--- src/rtl/button_repeat_pkg.sv ---
// Shared types for the button debouncer / auto-repeat block.
// The state encoding is also exported on state_dbg, so keep values stable.
package button_pkg;

  localparam int STATE_W = 3;

  typedef enum logic [STATE_W-1:0] {
    RELEASED  = 3'd0,
    PRESS_DEB = 3'd1,
    HELD      = 3'd2,
    REPEAT    = 3'd3,
    REL_DEB   = 3'd4
  } state_t;

  // Debounced level is high from the confirmed press until the release is confirmed.
  function automatic logic is_pressed_state(input state_t s);
    return (s == HELD) || (s == REPEAT) || (s == REL_DEB);
  endfunction

endpackage

--- src/rtl/button_repeat_synchronizer.sv ---
// Two-flop synchronizer for slow asynchronous levels (buttons, switches).
// RST_VAL lets active-low inputs reset to their idle level.
module synchronizer #(
  parameter logic RST_VAL = 1'b0
) (
  input  logic i_clk,
  input  logic i_rst,
  input  logic i_d,
  output logic o_q
);

  logic r_meta;
  logic r_sync;

  always_ff @(posedge i_clk) begin
    if (i_rst) begin
      r_meta <= RST_VAL;
      r_sync <= RST_VAL;
    end else begin
      r_meta <= i_d;
      r_sync <= r_meta;
    end
  end

  assign o_q = r_sync;

endmodule

--- src/rtl/button_repeat.sv ---
// Debounces one raw button and produces cursor-step pulses: one on a confirmed
// press, then auto-repeat after a hold delay. Sequenced by the external tick.
module button_repeat
  import button_pkg::*;
#(
  parameter int N              = 8,
  parameter int DEBOUNCE_TICKS = 4,
  parameter int HOLD_TICKS     = 10,
  parameter int REPEAT_TICKS   = 3,
  parameter int ACTIVE_LOW     = 0
) (
  input  logic         clk,
  input  logic         rst,
  input  logic         ena,
  input  logic         tick,
  input  logic         button_in,
  output logic         pressed,
  output logic         step,
  output logic [2:0]   state_dbg
);

  localparam logic         IDLE_RAW = (ACTIVE_LOW != 0);
  localparam logic [N-1:0] DEB_LIM  = N'(DEBOUNCE_TICKS - 1);
  localparam logic [N-1:0] HOLD_LIM = N'(HOLD_TICKS - 1);
  localparam logic [N-1:0] REP_LIM  = N'(REPEAT_TICKS - 1);
  localparam logic [N-1:0] CNT_ONE  = N'(1);

  logic         w_btn_raw;
  logic         w_btn_s;

  state_t       r_state;
  logic [N-1:0] r_cnt;
  logic         r_step;

  state_t       w_state_nxt;
  logic [N-1:0] w_cnt_nxt;
  logic         w_step_nxt;

  // Free-running: must keep tracking the pin even while the FSM is frozen.
  synchronizer #(
    .RST_VAL (IDLE_RAW)
  ) u_sync (
    .i_clk (clk),
    .i_rst (rst),
    .i_d   (button_in),
    .o_q   (w_btn_raw)
  );

  assign w_btn_s = w_btn_raw ^ IDLE_RAW;

  always_ff @(posedge clk) begin
    if (rst) begin
      r_state <= RELEASED;
      r_cnt   <= '0;
      r_step  <= 1'b0;
    end else if (ena && tick) begin
      r_state <= w_state_nxt;
      r_cnt   <= w_cnt_nxt;
      r_step  <= w_step_nxt;
    end else begin
      r_step  <= 1'b0;
    end
  end

  // Limits are compared with >= so a counter can never run past its limit.
  always_comb begin
    w_state_nxt = r_state;
    w_cnt_nxt   = r_cnt;
    w_step_nxt  = 1'b0;
    case (r_state)
      RELEASED: begin
        if (w_btn_s) begin
          w_state_nxt = PRESS_DEB;
          w_cnt_nxt   = CNT_ONE;
        end else begin
          w_cnt_nxt   = '0;
        end
      end
      PRESS_DEB: begin
        if (!w_btn_s) begin
          w_state_nxt = RELEASED;
          w_cnt_nxt   = '0;
        end else if (r_cnt >= DEB_LIM) begin
          w_state_nxt = HELD;
          w_cnt_nxt   = '0;
          w_step_nxt  = 1'b1;
        end else begin
          w_cnt_nxt   = r_cnt + CNT_ONE;
        end
      end
      HELD: begin
        if (!w_btn_s) begin
          w_state_nxt = REL_DEB;
          w_cnt_nxt   = CNT_ONE;
        end else if (r_cnt >= HOLD_LIM) begin
          w_state_nxt = REPEAT;
          w_cnt_nxt   = '0;
          w_step_nxt  = 1'b1;
        end else begin
          w_cnt_nxt   = r_cnt + CNT_ONE;
        end
      end
      REPEAT: begin
        if (!w_btn_s) begin
          w_state_nxt = REL_DEB;
          w_cnt_nxt   = CNT_ONE;
        end else if (r_cnt >= REP_LIM) begin
          w_cnt_nxt   = '0;
          w_step_nxt  = 1'b1;
        end else begin
          w_cnt_nxt   = r_cnt + CNT_ONE;
        end
      end
      REL_DEB: begin
        // A bounce during release restarts the hold delay without a step.
        if (w_btn_s) begin
          w_state_nxt = HELD;
          w_cnt_nxt   = '0;
        end else if (r_cnt >= DEB_LIM) begin
          w_state_nxt = RELEASED;
          w_cnt_nxt   = '0;
        end else begin
          w_cnt_nxt   = r_cnt + CNT_ONE;
        end
      end
      default: begin
        w_state_nxt = RELEASED;
        w_cnt_nxt   = '0;
      end
    endcase
  end

  always_comb begin
    pressed   = is_pressed_state(r_state);
    state_dbg = r_state;
    step      = r_step;
  end

endmodule
--- config.mk ---
export PLATFORM = sky130hd
export DESIGN_NAME = button_repeat
export DESIGN_NICKNAME = d
export VERILOG_FILES = /design/src/rtl/button_repeat_pkg.sv /design/src/rtl/button_repeat_synchronizer.sv /design/src/rtl/button_repeat.sv
export SDC_FILE = /design/constraint.sdc
export NUM_CORES = 1
export LEC_CHECK = 0
export BUFFER_PORTS_ARGS = -buffer_cell sky130_fd_sc_hd__clkbuf_2
export CORE_ASPECT_RATIO = 1.5
export CORE_UTILIZATION = 35
export CTS_BUF_LIST = sky130_fd_sc_hd__clkbuf_4
export CTS_CLUSTER_SIZE = 25
export DETAILED_ROUTE_END_ITERATION = 10
export PLACE_DENSITY = 0.6
export SLEW_MARGIN = 20
export SYNTH_ARGS = -nofsm -noshare
export SYNTH_HDL_FRONTEND = slang
export SYNTH_HIERARCHICAL = 1
export SYNTH_SLANG_ARGS = --single-unit
--- constraint.sdc ---
create_clock -name clk -period 1.9 [get_ports clk]
set_clock_uncertainty 0.05 [all_clocks]
set_input_delay 0.095 -clock clk [delete_from_list [all_inputs] [get_ports clk]]
set_output_delay 0.095 -clock clk [all_outputs]
set_load 0.05 [all_outputs]
### Word level (Yosys, flattened, before mapping)

Index checks and enable logic that the tools add are counted.

| word-level totals | value |
|---|---|
| register bits after elaboration | 14 |
| input bits | 5 |
| output and inout bits | 5 |
| logic and storage cells | 50 |

| operators by class | value |
|---|---|
| add/sub/neg operators | 1 |
| order comparisons | 3 |
| equal/unequal tests | 9 |
| muxes and demuxes | 25 |
| bitwise logic cells | 1 |
| reduce and logical (&&, ||, !) cells | 6 |

Operators with widths:

| kind | count |
|---|---|
| 2-to-1 mux 8 bit | 7 |
| one-hot mux 8 bit (5 select lines) | 1 |
| 2-to-1 mux 3 bit | 8 |
| >= comparator 8 x 2 -> 1 bit (second input constant) | 2 |
| one-hot mux 3 bit (5 select lines) | 1 |
| adder 8 x 1 -> 8 bit (second input constant) | 1 |
| >= comparator 8 x 4 -> 1 bit (second input constant) | 1 |
| 2-to-1 mux 1 bit | 7 |
| equality test 3 x 2 -> 1 bit (second input constant) | 2 |
| inequality test 3 bit (second input constant) | 2 |
| AND reduction 6 bit | 1 |
| equality test 3 x 1 -> 1 bit (second input constant) | 1 |
| equality test 3 bit (second input constant) | 1 |
| logical NOT 3 bit | 1 |
| inequality test 3 x 2 -> 1 bit (second input constant) | 1 |
| one-hot mux 1 bit (3 select lines) | 1 |
| logical OR 1 bit | 2 |
| inequality test 2 x 1 -> 1 bit (second input constant) | 1 |
| inequality test 2 bit (second input constant) | 1 |
| OR reduction 2 bit | 1 |
| logical AND 1 bit | 1 |
| NOT 1 bit | 1 |

### Depth between registers and ports, before layout

Gate-level depths: netlist of run 1.

| logic depth | value |
|---|---|
| depth in word-level cells | 4 |
| depth in mapped cells | 6 |

### Hierarchy

Netlist of run 1, hierarchy kept.

By module, submodules not included:

| module | instances | cells an instance | area an instance (um^2) | seq. area each (um^2) |
|---|---|---|---|---|
| button_repeat | 1 | 107 | 917.1 | 240.2 |
| synchronizer | 1 | 4 | 52.6 | 40.0 |

### Least setup slack after synthesis of run 1

Ideal clock, no wire load.

| timing path | value |
|---|---|
| path kind | reg2reg |
| from | register r_state[2] (netlist: state_dbg[2]) |
| to | register r_state[0] (netlist: state_dbg[0]) |
| setup time | 0.087 ns |
| arrival time | 1.973 ns |
| required time | 1.763 ns |
| slack | -0.210 ns |
| stages on the path, launching flop included | 6 |
| path buffers | 1 |
| clock period less this slack | 2.110 ns |
| path through | dfxtp_1 -> clkbuf_2 -> or3b_2 -> a211oi_4 -> nor2_1 -> a221oi_2 |

| on the way | value |
|---|---|
| longest elaborated chain between the ends | 3 |

RTL lines:

| element | RTL line | source |
|---|---|---|
| from (decl) | button_repeat.sv:31 | `state_t r_state;` |
| from (signal assigned) | button_repeat.sv:57 | `r_state <= w_state_nxt;` |
| equality test 3 x 2 -> 1 bit, or another cell as far along | button_repeat.sv:70 | `case (r_state)` |
| inequality test 3 bit (no line), or another cell as far along | -- |  |
| AND reduction 6 bit (no line) | -- |  |

Parallel ways exist; a longest one is shown, timed or not.
A chain may end at the register's enable or synchronous reset.

### Final worst setup path of run 1

| timing path | value |
|---|---|
| from | register r_cnt[1] |
| to | register r_state[1] (netlist: state_dbg[1]) |

| on the way | value |
|---|---|
| longest elaborated chain between the ends | 3 |

RTL lines:

| element | RTL line | source |
|---|---|---|
| from (decl) | button_repeat.sv:32 | `logic [N-1:0] r_cnt;` |
| from (signal assigned) | button_repeat.sv:58 | `r_cnt <= w_cnt_nxt;` |
| >= comparator 8 x 4 -> 1 bit or >= comparator 8 x 2 -> 1 bit (tied branches) | button_repeat.sv:95, button_repeat.sv:83, button_repeat.sv:119 |  |
| inequality test 3 bit (no line) or inequality test 3 x 2 -> 1 bit (tied branches) | -- |  |
| AND reduction 6 bit (no line) (*) | -- |  |

Mark *: on every way between the ends. The rest lies on a longest branch, timed or not.

==> results.py, run 1 <==
metrics = {
    "critical_path": {
        "critPathCaptureType": "register",
        "crit_path_max_incr_delay_ns": 0.43,
        "worstPathRequired_ns": 2.02,
        "cp_common_cell": "buf_4",
        "critPathArrivalTime_ns": 1.99,
        "cp-start-kind": "register",
        "cp_slowest_cell": "or4_4",
        "worstPathCellList": "buf_4 > ha_2 > or4_4 > a211oi_4 > buf_4 > or4_1 > a311oi_1",
        "path_max_fanout": 4,
        "path_class": "register to register",
    },
    "synth": {
        "syn_area_um2": 969.7,
        "synthCells": 111,
        "syn_area_per_cell_um2": 8.736,
        "synth_top_flop_cell": "dfxtp_1",
        "syn_nets": 120,
        "yosysSeqAreaShare": 0.2890,
        "synth_edf_count": 0,
        "ys_types": 45,
        "synth_area_leaders": "dfxtp_1 (29%), ha_1 (5.2%), a21oi_1 (4.6%), xor2_1 (4.5%), or3b_2 (3.6%)",
        "synth_top_area_cell": "dfxtp_1",
        "ys_warn_count": 6,
        "async_reset_ff_frac": 0,
        "ys_ff_latch": 14,
        "synth_top_area_share": 0.2890,
    },
    "pwr": {
        "p_seq_frac": 0.551,
        "switchingPower_w": 0.0001500,
        "power_w": 0.0005460,
        "p_sw_frac": 0.2747,
        "power_frac_comb": 0.113,
        "clock_power_share": 0.336,
        "p_per_area_nw_per_um2": 452.7,
        "intPower_w": 0.0003960,
        "peakVddDrop_mv": 0.2419,
        "leakagePower_nw": 0.4648,
    },
    "cells_and_area": {
        "nNetsFinal": 143,
        "stdcell_area_um2": 1206,
        "final_cell_mix": "buf_4 (13), dfxtp_1 (10), nand2_1 (9), a21oi_1 (9), clkbuf_2 (9)",
        "areaGrowthSynthToFinish_pct": 24.39,
        "fin_cells": 170,
        "drive_above_1_share": 0.3609,
        "num_antenna_cells": 0,
        "layout_commonest_cell": "buf_4",
    },
    "route": {
        "final_antenna_net_count": 0,
        "avgViaCountPerCell": 5.418,
        "drc": 0,
        "drt_iter0_markers": 28,
        "first_pass_iters": 5,
        "avgRoutedWirePerCell_um": 14.57,
        "routed_wirelength_mm": 2.477,
        "dr_total_vias": 921,
    },
    "die": {
        "design.core.area_um2": 2648,
        "die_area_um2": 2989,
        "initial_utilization": 0.3663,
        "die_h_um": 66.47,
        "die_w_um": 44.98,
        "rows": 23,
        "boundaryPins": 10,
    },
    "place": {
        "dp_slack_ns": -0.1400,
        "io_buffers": 9,
        "dp.cells": 165,
        "place_congestion": 0.8582,
        "placed_cell_area_um2": 1140,
        "dp_hpwl_mm": 1.897,
    },
    "timing": {
        "fmax_ghz": 0.5348,
        "finalCriticalPeriod_ns": 1.870,
        "hold_ws_ns": 0.06521,
        "slew_headroom": 0.6815,
        "rsz0062_at_grt": "yes",
        "worst_slack_ns": 0.03015,
        "finalCritPeriodShare": 0.9841,
        "worst_pin_slew_ns": 0.4778,
        "hold_violations": 0,
        "drv_slew": 0,
        "setup_viol": 0,
    },
    "clock_tree": {
        "insertion_delay_ns": 0.29,
        "cts_root_buffer": "clkbuf_4",
        "h-tree-depth": 1,
        "cts_tree": "done",
        "clkSinkCount": 14,
        "cts_buffers": 3,
        "path_clk_slew_ns": 0.09,
        "clk_path_buf_depth": 2,
    },
    "global_routing": {
        "antenna_found_initial": 0,
        "grt_max_degree": 14,
        "grt_use_total": 0.1995,
        "grt_pass1_wl_mm": 4.305,
        "overflow": 0,
        "grt_pass1_vias": 936,
    },
    "run": {
        "cap_violations": 0,
    },
    "min_path": {
        "hold_class": "input pin to register",
    },
    "outcome": {
        "status": "complete, no violations",
    },
}
[Yosys cell counts (4+ instances only)]
cell / instances
dfxtp_1: 14
or3b_2: 4
xor2_1: 5
nor2_1: 8
nand4_1: 4
nand2_1: 9
ha_1: 4
a21oi_1: 9
clkbuf_1: 4
inv_1: 4
[area by class of cell]
type	instances	area, um^2
Clock buffer	3	22.52
Clock inverter	1	3.754
Fill cell	282	1441
Inverter	4	15.01
Multi-Input combinational cell	87	666.9
Sequential cell	14	287.8
Tap cell	37	46.29
Timing Repair Buffer	24	163.9
[metrics by stage]
stage	setup TNS, ns	utilization
final	0	0.4556
after global routing	-0.2868	0.4556
after CTS	0	0.4546
after detailed placement	-0.8796	0.4305
after global placement	-0.5862	0.4305
after floorplan	0	-
[power groups by stage]
stage / logic, W / clock network, W / registers, W
final: 0.0000618 / 0.000184 / 0.000301
after global routing: 0.0000683 / 0.000200 / 0.000301
after CTS: 0.0000621 / 0.000185 / 0.000301
after detailed placement: 0.0000579 / 0 / 0.000307
after global placement: 0.0000571 / 0 / 0.000307
after floorplan: 0.0000330 / 0 / 0.000312
[path summary, 6_finish.rpt]
kind	startpoint	to	slack, ns	cells past startpoint
worst max register to register	r_cnt[1]$_SDFFE_PP0P_	state_dbg[1]$_SDFFE_PP0P_	0.03	7
worst min register to register	u_sync/r_meta$_SDFF_PP0_	u_sync/o_q$_SDFF_PP0_	0.40	1
worst min-delay path	rst	state_dbg[0]$_SDFFE_PP0P_	0.07	2
worst max-delay path	r_cnt[1]$_SDFFE_PP0P_	state_dbg[1]$_SDFFE_PP0P_	0.03	7
[critical path: cells and delay by family (launching register included)]
family                   cells  cell delay, ns
adder cells (fa/ha/maj)      1            0.17
AND/OR/NAND/NOR              2            0.53
AO/OA/AOI/OAI                2            0.35
buffers and inverters        2            0.31
flip-flops                   1            0.34
[cell families after synthesis]
kind of cell,share of synthesized area
compound gates,0.2503
fa+ha+maj,0.05161
simple gates,0.3161
flops,0.2890
xor+xnor,0.04516
buf+inv,0.04773
[registers in the layout (all words and copies together) (netlist names)]
| signal | count |
|---|---|
| step | 1 |
| u_sync/o_q | 1 |
| u_sync/r_meta | 1 |
| state_dbg | 3 |
| r_cnt | 8 |
[metal layers]
layer  routed length (um)  share of wire  GRT usage  vias up
li1                     -              -          -      457
met1                 1022           0.41     0.2233      432
met2                 1322           0.53     0.3478       22
met3                   53          0.021    0.02439       10
met4                   79          0.032     0.1136        0
met5                    0              0          0        -
[repair_timing]
action                                 CTS  global route
pin swaps                                7             3
hold buffers                             1             0
setup endpoints to repair               11            10
buffers inserted                         0             0
endpoints found under the hold margin    1             0
gates resized for setup                  8             1
No activity file was read; power rests on OpenSTA's default activity.
==> run 2, diff against run 1 <==
- PLACE_DENSITY: 0.6 -> 0.55
==> results.py, run 2 (synthesized netlist as in run 1, its figures left out) <==
metrics = {
    "critical_path": {
        "cp-start-kind": "register",
        "crit_path_max_incr_delay_ns": 0.64,
        "worstPathCellList": "or4_4 > a211oi_4 > buf_6 > nor2_1 > a221oi_2",
        "worstPathRequired_ns": 2.06,
        "critPathCaptureType": "register",
        "cp_slowest_cell": "or4_4",
        "path_delay_family": "simple AND/OR/NAND/NOR gates",
        "r2r_slack_ns": 0.07,
        "cp_num_buf_inv": 1,
        "path_class": "register to register",
        "path_max_fanout": 8,
        "critPathArrivalTime_ns": 1.98,
    },
    "outcome": {
        "status": "complete, no violations",
    },
    "pwr": {
        "leakagePower_nw": 0.4827,
        "clock_power_share": 0.356,
        "switchingPower_w": 0.0001475,
        "peakVddDrop_mv": 0.3313,
        "p_seq_frac": 0.531,
        "p_sw_frac": 0.2620,
        "p_per_area_nw_per_um2": 453.1,
        "intPower_w": 0.0004155,
        "power_frac_comb": 0.113,
    },
    "route": {
        "avgRoutedWirePerCell_um": 14.05,
        "drc": 0,
        "final_antenna_net_count": 0,
        "routed_wirelength_mm": 2.430,
        "avgViaCountPerCell": 5.503,
        "first_pass_iters": 5,
        "dr_total_vias": 952,
        "drt_iter0_markers": 24,
    },
    "clock_tree": {
        "clk_path_buf_depth": 2,
        "cts_buffers": 3,
        "cts_root_buffer": "clkbuf_4",
        "clkSinkCount": 14,
        "h-tree-depth": 1,
        "cts_tree": "done",
        "insertion_delay_ns": 0.29,
        "path_clk_slew_ns": 0.09,
    },
    "global_routing": {
        "use_met3": 0.02710,
        "grt_pass1_wl_mm": 4.264,
        "grt_use_total": 0.1949,
        "top_usage_layer": "met2",
        "grt_max_degree": 14,
        "antenna_found_initial": 0,
        "global_route.usage.met2": 0.3460,
        "grt_pass1_vias": 947,
        "met1_usage": 0.2176,
        "overflow": 0,
    },
    "cells_and_area": {
        "final_cell_mix": "buf_4 (16), dfxtp_1 (10), nand2_1 (9), clkbuf_2 (9), nor2_1 (8)",
        "nNetsFinal": 146,
        "seq_area_um2": 290.3,
        "fillers": 287,
        "multi_input_area_um2": 674.4,
        "largest_reg_flops": 8,
        "drive_above_1_share": 0.3971,
        "num_antenna_cells": 0,
        "layout_commonest_cell": "buf_4",
        "largest_register": "r_cnt",
        "areaGrowthSynthToFinish_pct": 28.13,
        "stdcell_area_um2": 1242,
    },
    "die": {
        "die_area_um2": 2989,
        "die_h_um": 66.47,
        "boundaryPins": 10,
        "initial_utilization": 0.3663,
        "rows": 23,
        "design.core.area_um2": 2648,
        "die_w_um": 44.98,
    },
    "place": {
        "placed_cell_area_um2": 1140,
        "place_congestion": 0.8609,
        "dp_hpwl_mm": 1.822,
        "io_buffers": 9,
    },
    "timing": {
        "setup_viol": 0,
        "finalCriticalPeriod_ns": 1.826,
        "finalCritPeriodShare": 0.9610,
        "slew_headroom": 0.7015,
        "hold_violations": 0,
        "rsz0062_at_grt": "no",
        "timing.setup.tns_ns": 0,
        "drv_slew": 0,
        "worst_pin_slew_ns": 0.4447,
        "fmax_ghz": 0.5477,
    },
    "run": {
        "cap_violations": 0,
    },
    "min_path": {
        "hold_class": "input pin to register",
    },
}
run 2: repair_timing:
item,4_1_cts,5_1_grt
hold buffers,1,0
gates cloned,0,0
gates resized for setup,4,8
pin swaps,2,10
hold endpoints to repair,1,0
setup endpoints to repair,10,12
buffers inserted,2,1
run 2: power by group through the flow:
stage	registers [W]	logic, W	clock network [W]
2_1_floorplan	0.000312	0.0000330	0
3_3_place_gp	0.000307	0.0000565	0
3_5_place_dp	0.000307	0.0000570	0
4_1_cts	0.000300	0.0000606	0.000204
5_1_grt	0.000300	0.0000696	0.000221
6_report	0.000299	0.0000634	0.000200
run 2: per-layer routing:
layer | share of wire | wire, um | up-vias
li1 | - | - | 464
met1 | 0.41 | 1008 | 454
met2 | 0.52 | 1267 | 25
met3 | 0.033 | 80 | 9
met4 | 0.030 | 74 | 0
met5 | 0 | 0 | -
run 2: final timing paths:
| path | cells past startpoint | start | end |
|---|---|---|---|
| min reg2reg | 1 | u_sync/r_meta$_SDFF_PP0_ | u_sync/o_q$_SDFF_PP0_ |
| max reg2reg | 5 | r_cnt[4]$_SDFFE_PP0P_ | state_dbg[0]$_SDFFE_PP0P_ |
| max | 5 | r_cnt[4]$_SDFFE_PP0P_ | state_dbg[0]$_SDFFE_PP0P_ |
| min | 2 | rst | state_dbg[2]$_SDFFE_PP0P_ |
run 2: per-stage QoR:
stage / power [W] / instances / setup WS (ns) / hold WS [ns] / util
after detailed placement: 0.0003640 / 165 / -0.05847 / 0.2627 / 0.4305
after CTS: 0.0005649 / 172 / 0.008610 / 0.07266 / 0.4556
after global placement: 0.0003635 / 165 / -0.06693 / 0.2598 / 0.4305
final: 0.0005630 / 173 / 0.07405 / 0.07388 / 0.4693
after floorplan: 0.0003451 / 111 / 0.0001718 / 0.1166 / -
after global routing: 0.0005911 / 173 / 0.002863 / 0.07717 / 0.4693
run 2: layout make-up:
type                            instances  share of cell area
Sequential cell                        14              0.2336
Timing Repair Buffer                   27              0.1501
Inverter                                4             0.01208
Clock buffer                            4             0.02417
Multi-Input combinational cell         87              0.5428
Tap cell                               37             0.03726
